File: config.mk
export PLATFORM = sky130hd
export DESIGN_NAME = four_to_two_encoder
export DESIGN_NICKNAME = d
export VERILOG_FILES = /design/src/rtl/four_to_two_encoder_pkg.sv /design/src/rtl/four_to_two_encoder_prio.sv /design/src/rtl/four_to_two_encoder.sv
export SDC_FILE = /design/constraint.sdc
export NUM_CORES = 1
export LEC_CHECK = 0
export ABC_CLOCK_PERIOD_IN_PS = 1400
export CAP_MARGIN = 15
export CORE_UTILIZATION = 40
export CTS_BUF_LIST = sky130_fd_sc_hd__clkbuf_16
export DETAILED_ROUTE_END_ITERATION = 7
export PLACE_DENSITY = 0.8
export SYNTH_ARGS = -nofsm -noshare
export SYNTH_HDL_FRONTEND = slang
export SYNTH_SLANG_ARGS = --single-unit
File: constraint.sdc
create_clock -name clk -period 1.4 [get_ports clk]
set_clock_uncertainty 0.05 [all_clocks]
set_input_delay 0.35 -clock clk [delete_from_list [all_inputs] [get_ports clk]]
set_output_delay 0.35 -clock clk [all_outputs]
set_load 0.01 [all_outputs]
File: src/rtl/four_to_two_encoder_pkg.sv
// ----------------------------------------------------------------------------
// four_to_two_encoder_pkg : shared code constants and helpers for the encoder
// Revision: 1.0
// ----------------------------------------------------------------------------
`default_nettype none

package four_to_two_encoder_pkg;

  localparam int DIN_W = 4;
  localparam int IDX_W = 2;

  localparam logic [IDX_W-1:0] IDX0 = 2'b00;
  localparam logic [IDX_W-1:0] IDX1 = 2'b01;
  localparam logic [IDX_W-1:0] IDX2 = 2'b10;
  localparam logic [IDX_W-1:0] IDX3 = 2'b11;

  typedef struct packed {
    logic [IDX_W-1:0] idx;
    logic             any_set;
    logic             multi_set;
  } enc_result_t;

  // Clearing the lowest set bit leaves something only if two or more were set.
  function automatic logic has_multiple(input logic [DIN_W-1:0] v);
    logic [DIN_W-1:0] lowered;
    lowered = v & (v - DIN_W'(1));
    return |lowered;
  endfunction

endpackage : four_to_two_encoder_pkg

`default_nettype wire

File: src/rtl/four_to_two_encoder_prio.sv
// ----------------------------------------------------------------------------
// enc4to2_prio : combinational highest-bit-wins 4:2 encoder with flags
// Revision: 1.0
// ----------------------------------------------------------------------------
`default_nettype none

module enc4to2_prio
  import four_to_two_encoder_pkg::*;
(
  input  logic [DIN_W-1:0] din,
  output logic [IDX_W-1:0] idx,
  output logic             any_set,
  output logic             multi_set
);

  enc_result_t res;

  always_comb begin
    res.idx       = IDX0;
    res.any_set   = |din;
    res.multi_set = has_multiple(din);
    if (din[3])      res.idx = IDX3;
    else if (din[2]) res.idx = IDX2;
    else if (din[1]) res.idx = IDX1;
    else             res.idx = IDX0;
  end

  assign idx       = res.idx;
  assign any_set   = res.any_set;
  assign multi_set = res.multi_set;

endmodule : enc4to2_prio

`default_nettype wire

File: src/rtl/four_to_two_encoder.sv
// ----------------------------------------------------------------------------
// four_to_two_encoder : registered 4:2 priority encoder with saturating error count
// Revision: 1.0
// ----------------------------------------------------------------------------
`default_nettype none

module four_to_two_encoder
  import four_to_two_encoder_pkg::*;
#(
  parameter int CNT_W = 8
)(
  input  logic             clk,
  input  logic             rst_n,
  input  logic             en,
  input  logic [DIN_W-1:0] din,
  output logic [IDX_W-1:0] dout,
  output logic             valid,
  output logic             multi,
  output logic [CNT_W-1:0] err_cnt
);

  localparam logic [CNT_W-1:0] CNT_MAX = '1;

  logic [IDX_W-1:0] idx;
  logic             any_set;
  logic             multi_set;
  logic             err_event;

  enc4to2_prio u_prio (
    .din       (din),
    .idx       (idx),
    .any_set   (any_set),
    .multi_set (multi_set)
  );

  // An empty or multi-hot request both count as a malformed sample.
  assign err_event = !any_set || multi_set;

  always_ff @(posedge clk or negedge rst_n) begin
    if (!rst_n) begin
      dout    <= IDX0;
      valid   <= 1'b0;
      multi   <= 1'b0;
      err_cnt <= '0;
    end else if (en) begin
      dout  <= idx;
      valid <= any_set;
      multi <= multi_set;
      if (err_event && (err_cnt != CNT_MAX))
        err_cnt <= err_cnt + CNT_W'(1);
    end
  end

endmodule : four_to_two_encoder

`default_nettype wire

==> out/metrics.cfg <==
[grt]
grt_start_max_net_pins = 13
grt_overflow = 0
grt_pass1_wl_mm = 3.37
grt_pass1_vias = 687
grt_usage_pct = 26.9
antenna_found_initial = 0

[floorplanning]
die_h_um = 41.8
die_x_um = 41.8
io_pins = 19
core_um2 = 1380
start_util_pct = 45.8
die-area_um2 = 1750
rows = 13

[timing]
fmax_mhz = 630
rsz0062_at_grt = true
min_period_ps = 1590
whs_ps = 353
tightest_slew_ps = 317
slew_headroom_pct = 78.7
final_hold_viol_count = 0
fin_crit_sh_pct = 113
slew_violations = 0
worst_slack_ps = -186
setup_violations = 8

[worst_setup_path]
end_kind = register
path_max_fanout = 3
worstPathArrival_ps = 1660
reg2reg_depth = 5
reg2reg_slack_ps = -190
timing_worst_setup_path_type = register to register
reg2reg_to = err_cnt[1]
timing.rr.start = err_cnt[0]
cp.required_ps = 1480
setup.worst_path.start_class = register

[power_and_ir_drop]
p_per_area_nw_per_um2 = 1610
p_leak_nw = 0.537
vdd_drop_max_uv = 1110

[final_layout]
finish.net_count = 110
fill_cells = 88
fin_util_pct = 81.5
instances_no_fill = 116
syn_to_final_growth_pct = 78.1
stdcell_area_um2 = 1130
diodes = 0
final_layout_size_suffix_gt1_share_pct = 45.5

[placed_design]
pre_cts_ws_ps = -767
dp_cells = 108
place_area_um2 = 977
dp_hpwl_mm = 1.19
port_buffers = 18
gp_congestion = 0.795

[clock_tree]
cts_num_sinks = 12
cts_made_buffers = 3
cts-root-buf = clkbuf_16
clkLatencyLatePin_ps = 240
clk_pin_slew_ps = 40
cts_tree = built
cts_max_level = 1
cts.hold.buffers_added = 0
clockBufferDepth = 2

[yosys]
synth_largest_area_cell = dfrtp_1
synth_nets = 69
synth-simple-area-share_pct = 20.9
synth.distinct_cells = 27
synth_area_um2 = 633
yosys_register_bits = 12
synth_compound_area_share_pct = 10.5
synth_top_cell_area_share_pct = 47.4
synth.area.top_cells = dfrtp_1, mux2_1, xor2_1
ys_warn_count = 0
postSynthCellCount = 61
avgSynthCellArea_um2 = 10.4
muxShareOfSynthArea_pct = 7.11
synthAdderAreaFrac_pct = 3.56
synth_top_family_by_area = simple AND/OR/NAND/NOR gates
synth-xor-area-share_pct = 6.92
ys_seq_area_share_pct = 47.4

[drt]
post_drt_via_cell_ratio = 5.53
drt_iter0_markers = 11
wl_per_cell_um = 17.2
ant_nets = 0
num_vias = 642
first_pass_iters = 4
drc_errors = 0
wirelength_mm = 2.00

[flow_run]
maxCapViolCount = 0

[run_status]
status = complete, but fails checks
violations = setup timing

[hold_path]
hold_path.class = input pin to async pin

==> critical path, stage by stage (launching register included) <==
cell	delay (ps)
dfrtp_1	340
ha_2	190
nand4_1	210
o211ai_4	300
nor2_4	80
mux2_4	300
==> cell usage after synthesis <==
cell type	count
inv_1	2
or4b_1	1
o21a_1	1
nor2_1	5
buf_6	1
a211oi_2	1
o31ai_1	1
o211ai_2	1
nand4_1	1
dfrtp_1	12
nand2_1	4
nor4_1	2
a21oi_1	4
mux2_1	4
xnor2_1	1
nand3_1	4
nor3b_1	1
and3_1	1
nor4b_1	1
o22ai_1	1
nor2_2	1
maj3_1	1
nor3_1	3
xor2_1	4
nand2b_1	1
clkbuf_1	1
ha_1	1
==> sequential cells by signal (all words and copies together), names as in the netlist <==
signal,cells
dout,2
multi,1
valid,1
err_cnt,8
==> per-stage QoR <==
step,setup TNS (ps),total power [W]
after floorplan,-1130,0.000802
after global placement,-5890,0.00121
after detailed placement,-6430,0.00124
after CTS,-749,0.00179
after global routing,-1470,0.00190
final,-1100,0.00181
==> cell usage in the layout (no fill, tap or decap), types with 2 or more instances in the layout <==
cell,n
buf_4,17
dlygate4sd2_1,11
mux2_1,2
buf_6,4
nand3_1,3
nor3_2,3
dfrtp_1,11
a21oi_1,4
clkbuf_2,2
inv_1,2
xor2_1,4
nand2_1,3
mux2_4,2
nor2_1,5
buf_2,2
clkbuf_16,3
==> cell families (layout without fill, tap and decap cells) <==
logic type	count (synthesis)	count (layout)
simple gates	25	25
flops	12	12
compound gates	9	9
xor+xnor	5	5
mux	4	4
buf+inv	4	44
fa+ha+maj	2	2
==> final cells by class <==
| cell class | instances | area (um^2) | area share, % |
|---|---|---|---|
| flip-flops and latches | 12 | 302 | 26.7 |
| clock buffers | 3 | 75.1 | 6.66 |
| inverters | 2 | 7.51 | 0.666 |
| repair buffers | 38 | 314 | 27.9 |
| clock inverters | 1 | 3.75 | 0.333 |
| well taps | 15 | 18.8 | 1.66 |
| multi-input cells | 45 | 407 | 36.1 |
==> where the power goes <==
| group | internal [W] | switching (W) |
|---|---|---|
| Combinational | 0.000409 | 0.000332 |
| Sequential | 0.000449 | 0.0000835 |
| Clock | 0.000377 | 0.000163 |
| Total | 0.00124 | 0.000578 |
==> metal layers <==
metal	GRT usage, %	part of all wire (%)	up-vias
li1	-	-	299
met2	42.8	48	27
met3	12.6	6.3	7
met5	0	0	-
met1	29.5	42	309
met4	14.2	3.3	0
==> what timing repair did <==
item	CTS	global route
pin swaps	8	5
endpoints found under the setup margin	22	11
cloned	0	0
gates resized for setup	47	6
buffers inserted	2	2
==> worst max-delay path by stage <==
stage               start          to  slack [ps]  cells past startpoint
2_1_floorplan      din[3]  err_cnt[1]        -220                      5
3_3_place_gp       din[0]  err_cnt[4]        -700                      5
3_5_place_dp       din[0]  err_cnt[4]        -770                      5
4_1_cts        err_cnt[0]  err_cnt[1]        -140                      5
5_1_grt        err_cnt[0]  err_cnt[6]        -240                      4
6_report       err_cnt[0]  err_cnt[1]        -190                      5
No activity file was read; power rests on OpenSTA's default activity.
